[config.mk]
export PLATFORM = sky130hd
export DESIGN_NAME = tx_link_scheduler_flat
export DESIGN_NICKNAME = d
export VERILOG_FILES = /design/src/rtl/link_pkg.sv /design/src/rtl/tx_link_scheduler_if.sv /design/src/rtl/tx_link_scheduler_rr_arbiter.sv /design/src/rtl/tx_link_scheduler.sv /design/src/flat_wrapper.sv
export SDC_FILE = /design/constraint.sdc
export NUM_CORES = 1
export LEC_CHECK = 0
export CAP_MARGIN = 0
export CORE_MARGIN = 8
export CORE_UTILIZATION = 45
export DETAILED_ROUTE_END_ITERATION = 7
export PLACE_DENSITY = 0.74
export RECOVER_POWER = 25
export REMOVE_ABC_BUFFERS = 1
export SYNTH_ARGS = -nofsm -noshare
export SYNTH_HDL_FRONTEND = slang
export SYNTH_SLANG_ARGS = --single-unit
[constraint.sdc]
create_clock -name CLK -period 7.3 [get_ports CLK]
set_clock_uncertainty 0.05 [all_clocks]
set_input_delay 2.19 -clock CLK [delete_from_list [all_inputs] [get_ports CLK]]
set_output_delay 2.19 -clock CLK [all_outputs]
set_load 0.01 [all_outputs]
[src/rtl/link_pkg.sv]
// Shared types and helpers for the transmit link scheduler.
// State encoding, default frame width and width helper.
package link_pkg;

    localparam int FRAME_W_DEF = 10;

    typedef enum logic [2:0] {
        S_IDLE,
        S_LOAD,
        S_START,
        S_WAIT,
        S_RETRY,
        S_DONE,
        S_RELEASE
    } state_t;

    // Never returns less than 1 so degenerate counters keep a legal width.
    function automatic int clog2(input int v);
        int r;
        r = 1;
        for (int i = 1; i < 31; i++) begin
            if ((1 << r) < v) r = r + 1;
        end
        return r;
    endfunction

endpackage

[src/rtl/tx_link_scheduler_if.sv]
// Requester / transceiver bundle of the link scheduler.
// master drives requests and receiver status, slave is the scheduler.
interface tx_link_scheduler_if
    import link_pkg::*;
#(
    parameter int N_REQ   = 4,
    parameter int FRAME_W = FRAME_W_DEF
);
    logic [N_REQ-1:0]         Req;
    logic [N_REQ*FRAME_W-1:0] ReqData;
    logic                     RxReady;
    logic                     RxValid;
    logic                     TxStart;
    logic [FRAME_W-1:0]       TxFrame;
    logic [N_REQ-1:0]         Ack;
    logic [N_REQ-1:0]         Err;
    logic                     Busy;
    logic [2:0]               Owner;

    modport master (
        output Req, ReqData, RxReady, RxValid,
        input  TxStart, TxFrame, Ack, Err, Busy, Owner
    );

    modport slave (
        input  Req, ReqData, RxReady, RxValid,
        output TxStart, TxFrame, Ack, Err, Busy, Owner
    );
endinterface

[src/rtl/tx_link_scheduler_rr_arbiter.sv]
// Combinational round-robin pick: first request at or after
// the pointer, wrapping, as a one-hot grant plus its index.
module rr_arbiter #(
    parameter int N_REQ = 4,
    parameter int PW    = 2
) (
    input  logic [N_REQ-1:0] i_req,
    input  logic [PW-1:0]    i_ptr,
    output logic [N_REQ-1:0] o_grant,
    output logic [PW-1:0]    o_idx
);
    logic [PW:0] w_pos;
    logic        w_hit;

    always_comb begin
        o_grant = '0;
        o_idx   = '0;
        w_hit   = 1'b0;
        w_pos   = '0;
        for (int k = 0; k < N_REQ; k++) begin
            w_pos = {1'b0, i_ptr} + (PW+1)'(k);
            if (w_pos >= (PW+1)'(N_REQ)) w_pos = w_pos - (PW+1)'(N_REQ);
            if (!w_hit && i_req[w_pos[PW-1:0]]) begin
                w_hit                   = 1'b1;
                o_grant[w_pos[PW-1:0]]  = 1'b1;
                o_idx                   = w_pos[PW-1:0];
            end
        end
    end
endmodule

[src/rtl/tx_link_scheduler.sv]
// Shares one serial transmitter/receiver loop among N requesters,
// with round-robin grant, receiver timeout and bounded retransmission.
module tx_link_scheduler
    import link_pkg::*;
#(
    parameter int N_REQ     = 4,
    parameter int FRAME_W   = FRAME_W_DEF,
    parameter int TIMEOUT   = 2000000,
    parameter int MAX_RETRY = 3,
    parameter int TO_W      = 21
) (
    input  logic                 CLK,
    input  logic                 nRST,
    tx_link_scheduler_if.slave   bus
);
    localparam int PW = clog2(N_REQ);
    localparam int RW = clog2(MAX_RETRY + 1);

    state_t             r_state;
    logic [PW-1:0]      r_pick;
    logic [N_REQ-1:0]   r_pick_oh;
    logic [PW-1:0]      r_owner;
    logic [N_REQ-1:0]   r_owner_oh;
    logic [PW-1:0]      r_ptr;
    logic [RW-1:0]      r_retry;
    logic [TO_W-1:0]    r_to;
    logic               r_txstart;
    logic [FRAME_W-1:0] r_frame;
    logic [N_REQ-1:0]   r_ack;
    logic [N_REQ-1:0]   r_err;
    logic               r_busy;

    logic [N_REQ-1:0]   w_grant;
    logic [PW-1:0]      w_idx;
    logic [PW-1:0]      w_ptr_nxt;
    logic [FRAME_W-1:0] w_frames [N_REQ];

    for (genvar g = 0; g < N_REQ; g++) begin : g_slice
        assign w_frames[g] = bus.ReqData[g*FRAME_W +: FRAME_W];
    end

    rr_arbiter #(
        .N_REQ (N_REQ),
        .PW    (PW)
    ) u_arb (
        .i_req   (bus.Req),
        .i_ptr   (r_ptr),
        .o_grant (w_grant),
        .o_idx   (w_idx)
    );

    always_comb begin
        w_ptr_nxt = r_owner + PW'(1);
        if (r_owner == PW'(N_REQ - 1)) w_ptr_nxt = '0;
    end

    always_ff @(posedge CLK or negedge nRST) begin
        if (!nRST) begin
            r_state    <= S_IDLE;
            r_pick     <= '0;
            r_pick_oh  <= '0;
            r_owner    <= '0;
            r_owner_oh <= '0;
            r_ptr      <= '0;
            r_retry    <= '0;
            r_to       <= '0;
            r_txstart  <= 1'b0;
            r_frame    <= '0;
            r_ack      <= '0;
            r_err      <= '0;
            r_busy     <= 1'b0;
        end else begin
            r_txstart <= 1'b0;
            r_ack     <= '0;
            r_err     <= '0;
            unique case (r_state)
                S_IDLE: begin
                    if (|bus.Req) begin
                        r_pick    <= w_idx;
                        r_pick_oh <= w_grant;
                        r_busy    <= 1'b1;
                        r_state   <= S_LOAD;
                    end
                end
                S_LOAD: begin
                    r_frame    <= w_frames[r_pick];
                    r_owner    <= r_pick;
                    r_owner_oh <= r_pick_oh;
                    r_retry    <= '0;
                    r_txstart  <= 1'b1;
                    r_state    <= S_START;
                end
                S_START: begin
                    r_to    <= '0;
                    r_state <= S_WAIT;
                end
                // A receiver answer on the expiry cycle takes precedence.
                S_WAIT: begin
                    if (bus.RxReady) begin
                        r_state <= bus.RxValid ? S_DONE : S_RETRY;
                    end else if (r_to == TO_W'(TIMEOUT - 1)) begin
                        r_state <= S_RETRY;
                    end else begin
                        r_to <= r_to + TO_W'(1);
                    end
                end
                S_RETRY: begin
                    if (r_retry < RW'(MAX_RETRY)) begin
                        r_retry   <= r_retry + RW'(1);
                        r_txstart <= 1'b1;
                        r_state   <= S_START;
                    end else begin
                        r_err   <= r_owner_oh;
                        r_state <= S_RELEASE;
                    end
                end
                S_DONE: begin
                    r_ack   <= r_owner_oh;
                    r_state <= S_RELEASE;
                end
                S_RELEASE: begin
                    r_ptr   <= w_ptr_nxt;
                    r_busy  <= 1'b0;
                    r_state <= S_IDLE;
                end
                default: r_state <= S_IDLE;
            endcase
        end
    end

    assign bus.TxStart = r_txstart;
    assign bus.TxFrame = r_frame;
    assign bus.Ack     = r_ack;
    assign bus.Err     = r_err;
    assign bus.Busy    = r_busy;
    assign bus.Owner   = 3'(r_owner);
endmodule

[src/flat_wrapper.sv]
// flat-port wrapper written by rule: the top's interface ports become plain ports
module tx_link_scheduler_flat import link_pkg::*;
#(
    parameter int N_REQ     = 4,
    parameter int FRAME_W   = FRAME_W_DEF,
    parameter int TIMEOUT   = 2000000,
    parameter int MAX_RETRY = 3,
    parameter int TO_W      = 21
)
  (CLK, nRST, bus_Req, bus_ReqData, bus_RxReady, bus_RxValid, bus_TxStart, bus_TxFrame, bus_Ack, bus_Err, bus_Busy, bus_Owner);
  tx_link_scheduler_if #(.N_REQ(N_REQ), .FRAME_W(FRAME_W)) bus_i ();
  input  logic CLK;
  input  logic nRST;
  input wire logic [$bits(bus_i.Req)-1:0] bus_Req;
  input wire logic [$bits(bus_i.ReqData)-1:0] bus_ReqData;
  input wire logic [$bits(bus_i.RxReady)-1:0] bus_RxReady;
  input wire logic [$bits(bus_i.RxValid)-1:0] bus_RxValid;
  output wire logic [$bits(bus_i.TxStart)-1:0] bus_TxStart;
  output wire logic [$bits(bus_i.TxFrame)-1:0] bus_TxFrame;
  output wire logic [$bits(bus_i.Ack)-1:0] bus_Ack;
  output wire logic [$bits(bus_i.Err)-1:0] bus_Err;
  output wire logic [$bits(bus_i.Busy)-1:0] bus_Busy;
  output wire logic [$bits(bus_i.Owner)-1:0] bus_Owner;
  assign bus_i.Req = bus_Req;
  assign bus_i.ReqData = bus_ReqData;
  assign bus_i.RxReady = bus_RxReady;
  assign bus_i.RxValid = bus_RxValid;
  assign bus_TxStart = bus_i.TxStart;
  assign bus_TxFrame = bus_i.TxFrame;
  assign bus_Ack = bus_i.Ack;
  assign bus_Err = bus_i.Err;
  assign bus_Busy = bus_i.Busy;
  assign bus_Owner = bus_i.Owner;
  tx_link_scheduler #(.N_REQ(N_REQ), .FRAME_W(FRAME_W), .TIMEOUT(TIMEOUT), .MAX_RETRY(MAX_RETRY), .TO_W(TO_W)) u_core (.CLK(CLK), .nRST(nRST), .bus(bus_i));
endmodule
-- Word level (Yosys, flattened, before mapping)
Cells that the tools add are included.
- bits of input ports: 48
- logic and storage cells: 127
- flip-flop bits (word level): 60
- equal/unequal tests: 13
- bitwise gates (word level): 4
- mux-type cells: 53
- add/sub/neg operators: 10
- magnitude comparators: 14
- reductions and logical operators: 20
- operators with widths (kind ; count):
    $mux W21 ; 2
    $pmux W21 S2 ; 1
    $mux W4 ; 7
    $add A21 B1 Y21 const B ; 1
    $eq A21 B21 Y1 const B ; 1
    $bmux W10 S2 ; 1
    $mux W10 ; 2
    $mux W2 ; 10
    $pmux W3 S6 ; 1
    $mux W1 ; 14
    $ge A3 B3 Y1 const B ; 4
    $lt A2 B3 Y1 const B ; 4
    $mux W3 ; 4
    $or A4 B4 Y4 ; 3
    $eq A3 B3 Y1 const B ; 3
    $bmux W1 S2 ; 4
    $demux W1 S2 ; 4
    $ge A2 B1 Y1 const B ; 4
    $reduce_and A2 Y1 ; 4
    $sub A2 B1 Y2 const B ; 4
    $logic_and A1 B1 Y1 ; 7
    $add A2 B2 Y3 const B ; 2
    $eq A3 B2 Y1 const B ; 2
    $reduce_bool A2 Y1 ; 3
    16 further kinds ; 22

-- Longest topological paths before layout
Gate-level depths: netlist of the first run.
- word-level depth: 14
- gate-level depth with buffers: 9
- gate-level depth less buffers: 7

-- Hierarchy
From an unflattened synthesis of the first run, not the netlist that was laid out.
- cell total of the unflattened synthesis: 297
- area total of the unflattened synthesis: 3393.3 µm²
- by module, submodules not included (module ; area each (µm²) ; cells an instance ; sequential area each (µm²) ; instances):
    tx_link_scheduler ; 2954.1 ; 249 ; 1501.4 ; 1
    rr_arbiter ; 439.2 ; 48 ; 0.0 ; 1

-- Worst setup path after synthesis of the first run
No wires, ideal clock.
- path type: input -> register
- start point: input port bus_Req[2]
- end point: register u_core.r_pick[0]
- setup slack: 3.555 ns
- cell stages on the path: 6
- buffers on the path: 1
- required time: 7.167 ns
- arrival: 3.612 ns
- cell sequence: clkbuf_1 > or3b_2 > a2111o_1 > nand2_1 > o22ai_1 > o21ai_0
- longest elaborated chain between the ends: 12
- elaborated cells between the ends (all ways): 23
- ends and longest elaborated chain (item ; line ; RTL):
    from (decl) ; flat_wrapper.sv:14 ; input wire logic [$bits(bus_i.Req)-1:0] bus_Req;
    $bmux W1 S2 ; tx_link_scheduler_rr_arbiter.sv:23 ; if (!w_hit && i_req[w_pos[PW-1:0]]) begin
    $mux W1 (implied by the code) ; tx_link_scheduler_rr_arbiter.sv:23 ;
    $mux W1 ; tx_link_scheduler_rr_arbiter.sv:23 ;
    $logic_not A1 Y1 ; tx_link_scheduler_rr_arbiter.sv:23 ;
    $logic_and A1 B1 Y1 ; tx_link_scheduler_rr_arbiter.sv:23 ;
    $mux W1 ; tx_link_scheduler_rr_arbiter.sv:23 ;
    $logic_not A1 Y1 ; tx_link_scheduler_rr_arbiter.sv:23 ;
    $logic_and A1 B1 Y1 ; tx_link_scheduler_rr_arbiter.sv:23 ;
    $mux W1 ; tx_link_scheduler_rr_arbiter.sv:23 ;
    $logic_not A1 Y1 ; tx_link_scheduler_rr_arbiter.sv:23 ;
    $logic_and A1 B1 Y1 ; tx_link_scheduler_rr_arbiter.sv:23 ;
    $mux W2 ; tx_link_scheduler_rr_arbiter.sv:23 ;
    to (signal assigned) ; tx_link_scheduler.sv:79 ; r_pick <= w_idx;
    to (decl) ; tx_link_scheduler.sv:20 ; logic [PW-1:0] r_pick;
Several ways; a longest one is shown, not always the timed one. The select of a mux whose other input is x is not followed.
A chain may end at the register's enable or synchronous reset.

==> results of run 1 <==
## layout make-up
cell class | instances | area share (%)
clock buffer | 11 | 3.37
multi-input combinational | 246 | 41.6
sequential | 60 | 33.4
inverter | 6 | 0.502
clock inverter | 4 | 2.67
timing repair buffer | 72 | 15.6
tap | 102 | 2.84
## worst min-delay path by stage
| stage | startpoint | to | slack, ns | depth (start not counted) |
|---|---|---|---|---|
| CTS | u_core.r_owner_oh[3] | u_core.bus.Err[3] | 0.45 | 1 |
| global route | u_core.r_owner_oh[2] | u_core.bus.Err[2] | 0.48 | 1 |
| global placement | u_core.r_owner_oh[3] | u_core.bus.Ack[3] | 0.43 | 1 |
| floorplan | u_core.r_owner_oh[0] | u_core.bus.Ack[0] | 0.41 | 1 |
| finish | u_core.r_owner_oh[3] | u_core.bus.Err[3] | 0.45 | 1 |
| detailed placement | u_core.r_owner_oh[3] | u_core.bus.Err[3] | 0.44 | 1 |
## cells in the mapped netlist, types with 2 or more instances
| cell type | number |
|---|---|
| or4_1 | 8 |
| mux2i_1 | 7 |
| and2_1 | 8 |
| a211oi_1 | 3 |
| and3_1 | 3 |
| nand2b_1 | 3 |
| or3_1 | 8 |
| a21oi_2 | 4 |
| o21ai_0 | 16 |
| inv_1 | 6 |
| clkbuf_1 | 16 |
| nand2_1 | 34 |
| ha_1 | 8 |
| or4b_1 | 2 |
| o31ai_1 | 8 |
| nand4_1 | 3 |
| xnor2_1 | 3 |
| or2_2 | 2 |
| mux4_2 | 13 |
| o2111ai_1 | 2 |
| o211ai_1 | 4 |
| and4_1 | 2 |
| buf_1 | 3 |
| xor2_1 | 3 |
| nand3b_1 | 4 |
| nor3_1 | 7 |
| nor4_1 | 3 |
| nand3_1 | 11 |
| a31oi_1 | 5 |
| o21ai_2 | 2 |
| mux2_2 | 17 |
| dfrtp_1 | 60 |
| a221oi_1 | 4 |
| a21oi_1 | 7 |
| nor2_1 | 20 |
| nor3b_1 | 6 |
## power by group through the flow
stage	logic, mW	clock network, mW	registers [mW]
floorplan	0.371	0	0.553
global placement	0.577	0	0.565
detailed placement	0.591	0	0.570
CTS	0.593	0.411	0.565
global route	0.649	0.427	0.587
finish	0.586	0.406	0.561
## worst register-to-register path: cells and delay by family (launching register included)
| kind | cells | cell delay (ns) |
|---|---|---|
| adders and majority gates | 1 | 0.50 |
| and+or+nand+nor | 3 | 0.73 |
| buffers and inverters | 1 | 0.22 |
| DFF | 1 | 0.66 |
| AOI/OAI and AO/OA | 2 | 0.63 |
## per-layer routing
| layer | track usage, % | part of all wire [%] | vias up |
|---|---|---|---|
| li1 | - | - | 1362 |
| met1 | 19.7 | 44 | 1358 |
| met2 | 24.3 | 49 | 75 |
| met3 | 5.51 | 5.9 | 9 |
| met4 | 4.96 | 1.1 | 0 |
| met5 | 0 | 0 | - |
## logic make-up (layout without fill, tap and decap cells)
group                    after synthesis  after routing  share of synthesized area (%)
AO/OA/AOI/OAI                         63             63                           12.4
XOR/XNOR                               6              6                           1.51
adder cells (fa/ha/maj)                8              8                           2.88
buffers and inverters                 27             93                           3.24
flip-flops                            60             60                           43.2
multiplexers                          37             37                           15.9
other                                  1              1                          0.108
AND/OR/NAND/NOR                      131            131                           20.7
## per-stage QoR
stage               cell area [µm²]  util [%]  hold slack [ns]
floorplan                      3390         -            0.414
global placement               4230      55.6            0.432
detailed placement             4230      55.6            0.436
CTS                            4500      59.2            0.451
global route                   4490      59.0            0.480
finish                         4490      59.0            0.451
## cells in the final DEF, fill, tap and decap left out, types with 6 or more instances in the layout
cell type        Yosys  layout
clkdlybuf4s50_1      0      68
dfrtp_1             60      60
nand2_1             34      34
nor2_1              20      20
mux2_2              17      17
o21ai_0             16      16
mux4_2              13      13
nand3_1             11      11
clkbuf_8             0      11
and2_0               1       9
or3_1                8       8
o31ai_1              8       8
or4_1                8       8
ha_1                 8       8
nor3_1               7       7
mux2i_1              7       7
a21oi_1              7       7
inv_1                6       6
## flip-flops by register name (all words and copies together) (netlist names)
register	cells
u_core.r_ptr	2
u_core.r_pick	2
u_core.r_state	3
u_core.bus.Ack	4
u_core.bus.Busy	1
u_core.r_retry	2
u_core.bus.TxFrame	10
u_core.r_owner_oh	4
u_core.bus.Err	4
u_core.r_pick_oh	4
u_core.r_to	21
u_core.bus.TxStart	1
u_core.r_owner	2
==> results.json, run 1 <==
{
  "tightestPinTransition_ns": 3.04,
  "syn_avg_cell_area_um2": 10.4,
  "die_area_um2": 10800,
  "cts_tree": "done",
  "critPathLaunchType": "input pin",
  "seq_power_share_pct": 36.1,
  "finalSetupViolCount": 0,
  "failed_checks": "max-capacitance violations, max-slew violations",
  "cp_slowest_cell": "clkbuf_1",
  "finalSetupTns_ns": 0,
  "synth_ff_type": "dfrtp_1",
  "cap_violations": 1,
  "die_x_um": 104,
  "yosys.area.top_type": "dfrtp_1",
  "cellPowerDensity_nw_per_um2": 346,
  "finalPower_mw": 1.55,
  "wire_per_inst_um": 15.6,
  "synth_area_um2": 3480,
  "fin_crit_ns": 4.73,
  "slew_headroom_pct": -103,
  "dp_hpwl_um": 5740,
  "path_cells": "buf_2, clkbuf_1",
  "fin_ws_ns": 2.57,
  "clkTransAtPathRegs_ns": 0.06,
  "ir_drop_mv": 0.187,
  "final_antenna_net_count": 0,
  "crit_required_ns": 7.02,
  "ys_top_cells_by_area": "dfrtp_1 43%, mux4_2 8.4%, mux2_2 5.5%, nand2_1 3.7%, ha_1 2.9%",
  "clock_path_buffers": 2,
  "post-place-ws_ns": 2.91,
  "clock_sinks": 60,
  "first_iter_violations": 154,
  "ff2ff_path_depth": 7,
  "clockPowerShare_pct": 26.2,
  "timing.rr.end": "u_core.r_pick_oh[0]",
  "power_switching_share_pct": 33.7,
  "grt_util_all_layers_pct": 15.6,
  "synthCells": 333,
  "fin_crit_sh_pct": 64.8,
  "core_um2": 7610,
  "regToRegSetupSlack_ns": 4.42,
  "hold_violations": 0,
  "rsz0062_at_grt": "false",
  "antenna_found_initial": 0,
  "grt_overflow": 0,
  "endpoint_kind": "asynchronous set/reset pin",
  "clock_latency_ns": 0.34,
  "synthArstFlopShare_pct": 100,
  "portBuffers": 69,
  "antennaDiodeCount": 0,
  "cts_resized": 0,
  "via_per_inst": 5.60,
  "p_int_mw": 1.03,
  "fillers": 653,
  "startpoint": "nRST",
  "p_comb_share_pct": 37.7,
  "p_leak_nw": 1.78,
  "cts_htree_levels": 3,
  "slew_violations": 61,
  "dieHeight_um": 104,
  "critPathBufInv": 2,
  "drive_gt1_share_pct": 15.0,
  "path_class": "input pin to asynchronous set/reset pin",
  "first_pass_iters": 4,
  "place.gp.congestion": 0.817,
  "cp_max_fo": 60,
  "grt_max_degree": 61,
  "synth_seq_cells": 60,
  "switchingPower_mw": 0.523,
  "grt_first_pass_wirelength_um": 14000,
  "arrival_ns": 4.44,
  "cts_setup_buffers": 0,
  "critical_path.top_delay_family": "buffers and inverters",
  "fmax_mhz": 212,
  "grt_pass1_vias": 2829,
  "ys_seq_area_share_pct": 43.2,
  "pin_count": 71,
  "wirelength_um": 7840,
  "cts_buffers": 9,
  "crit_end": "u_core.r_to[11]",
  "nets": 451,
  "num_vias": 2804,
  "hp-class": "flip-flop to flip-flop",
  "cts-root-buf": "clkbuf_8",
  "start_util_pct": 45.7,
  "critPathMaxStageDelay_ns": 2.13,
  "cp.depth": 2,
  "rows": 32,
  "synth-edff-count": 0,
  "regArea_um2": 1500,
  "multiInputGateArea_um2": 1870,
  "yosys_warnings": 0,
  "area.growth.synth_to_final_pct": 29.2,
  "holdBufCountCts": 0,
  "route.detailed.drc": 0,
  "yosysTopAreaCellShare_pct": 43.2,
  "r2r_start": "u_core.r_ptr[0]",
  "ys_types": 54,
  "fin_cells": 501,
  "dp.cells": 486,
  "status": "finished, violations left"
}
Note: power is estimated with default switching activity, not from simulation.
==> inputs of run 2 (changes only) <==
--- a/config.mk
+++ b/config.mk
@@ -9,7 +9,7 @@
 export CORE_MARGIN = 8
 export CORE_UTILIZATION = 45
 export DETAILED_ROUTE_END_ITERATION = 7
-export PLACE_DENSITY = 0.74
+export PLACE_DENSITY = 0.77
 export RECOVER_POWER = 25
 export REMOVE_ABC_BUFFERS = 1
 export SYNTH_ARGS = -nofsm -noshare
==> constraint.sdc (replaced) <==
create_clock -name CLK -period 4.34 [get_ports CLK]
set_clock_uncertainty 0.05 [all_clocks]
set_input_delay 1.302 -clock CLK [delete_from_list [all_inputs] [get_ports CLK]]
set_output_delay 1.302 -clock CLK [all_outputs]
set_load 0.01 [all_outputs]
==> results.json, run 2 (synthesized netlist as in run 1, its figures left out) <==
{
  "grt_first_pass_wirelength_um": 13600,
  "timing.rr.end": "u_core.r_pick[0]",
  "final_util_pct": 58.5,
  "cp_slowest_cell": "nor4_1",
  "hold_violations": 0,
  "cts_setup_buffers": 0,
  "hp-class": "flip-flop to flip-flop",
  "regToRegSetupSlack_ns": 1.49,
  "first_iter_violations": 107,
  "via_per_inst": 5.62,
  "clock_path_buffers": 2,
  "cts_resized": 0,
  "die_area_um2": 10800,
  "route.detailed.drc": 0,
  "finalSetupTns_ns": 0,
  "grt_pass1_vias": 2833,
  "pin_count": 71,
  "clkTransAtPathRegs_ns": 0.07,
  "path_class": "input pin to flip-flop",
  "ff2ff_path_depth": 7,
  "r2r_start": "u_core.r_ptr[0]",
  "start_util_pct": 45.7,
  "clock_latency_ns": 0.34,
  "endpoint_kind": "flip-flop",
  "critPathLaunchType": "input pin",
  "grt_util_all_layers_pct": 15.1,
  "cp.depth": 5,
  "critPathMaxStageDelay_ns": 0.71,
  "crit_required_ns": 4.52,
  "place.gp.congestion": 0.825,
  "cts_buffers": 9,
  "cts_htree_levels": 3,
  "dp_hpwl_um": 5940,
  "nets": 451,
  "fmax_mhz": 315,
  "first_pass_iters": 4,
  "grt_overflow": 0,
  "fin_cells": 502,
  "die_x_um": 104,
  "rows": 32,
  "dieHeight_um": 104,
  "wirelength_um": 7970,
  "largest_reg_flops": 21,
  "area.growth.synth_to_final_pct": 27.9,
  "fin_crit_sh_pct": 73.0,
  "rsz0062_at_grt": "false",
  "antenna_found_initial": 0,
  "crit_end": "u_core.r_pick[1]",
  "finalSetupViolCount": 0,
  "holdBufCountCts": 0,
  "portBuffers": 69,
  "wire_per_inst_um": 15.9,
  "status": "completed",
  "cp_max_fo": 11,
  "cts-root-buf": "clkbuf_8",
  "core_um2": 7610,
  "final_cell_mix": "68 x clkdlybuf4s50_1, 60 x dfrtp_1, 34 x nand2_1",
  "path_cells": "clkdlybuf4s50_1, nor4_1, or4_1, a31oi_1, a221o_1",
  "slew_headroom_pct": 8.84,
  "grt_max_degree": 36,
  "cellPowerDensity_nw_per_um2": 561,
  "slew_violations": 0,
  "cap_violations": 0,
  "p_leak_nw": 1.77,
  "critical_path.top_delay_family": "simple AND/OR/NAND/NOR gates",
  "ir_drop_mv": 0.282,
  "antennaDiodeCount": 0,
  "drive_gt1_share_pct": 15.5,
  "fin_crit_ns": 3.17,
  "critPathBufInv": 1,
  "num_vias": 2823,
  "dp.cells": 486,
  "top_register": "u_core.r_to",
  "cts_tree": "done",
  "final_antenna_net_count": 0,
  "layout_commonest_cell": "clkdlybuf4s50_1",
  "startpoint": "bus_Req[1]",
  "clock_sinks": 60,
  "arrival_ns": 3.35,
  "tightestPinTransition_ns": 1.37
}
==> run 2: how the worst min path moves through the flow <==
stage	startpoint	endpoint	slack, ns	cells past startpoint
after global routing	u_core.bus.TxFrame[1]	u_core.bus.TxFrame[1]	0.48	1
final	u_core.r_owner_oh[3]	u_core.bus.Err[3]	0.44	1
after detailed placement	u_core.r_owner_oh[3]	u_core.bus.Err[3]	0.44	1
after floorplan	u_core.r_owner_oh[0]	u_core.bus.Ack[0]	0.41	1
after CTS	u_core.r_owner_oh[2]	u_core.bus.Ack[2]	0.45	1
after global placement	u_core.r_owner_oh[3]	u_core.bus.Err[3]	0.43	1
==> run 2: routing by layer <==
metal  vias up  GRT usage [%]  part of all wire (%)
li1       1361              -                     -
met1      1384           17.9                    43
met2        63           25.3                    51
met3        15           4.96                   5.1
met4         0           4.96                   1.5
met5         -              0                     0
==> run 2: through the flow <==
step	power (mW)	setup WS (ns)	hold WS (ns)	cell area, µm²
final	2.50	1.17	0.445	4450
after global routing	2.67	1.02	0.480	4450
after CTS	2.52	1.23	0.451	4450
after detailed placement	1.97	0.844	0.437	4230
after global placement	1.92	0.858	0.429	4230
after floorplan	1.55	1.20	0.414	3390
==> run 2: area by class of cell <==
class / count / area, µm²
multi-input cells: 246 / 1870
well taps: 102 / 128
repair buffers: 72 / 707
clock inverters: 5 / 75.1
fillers: 641 / 3160
inverters: 6 / 22.5
flip-flops and latches: 60 / 1500
clock buffers: 11 / 141
==> run 2: report_power, final <==
| group | internal (mW) | switching, mW | total [mW] |
|---|---|---|---|
| clock network | 0.336 | 0.214 | 0.550 |
| registers | 0.718 | 0.231 | 0.949 |
| logic | 0.550 | 0.448 | 0.998 |
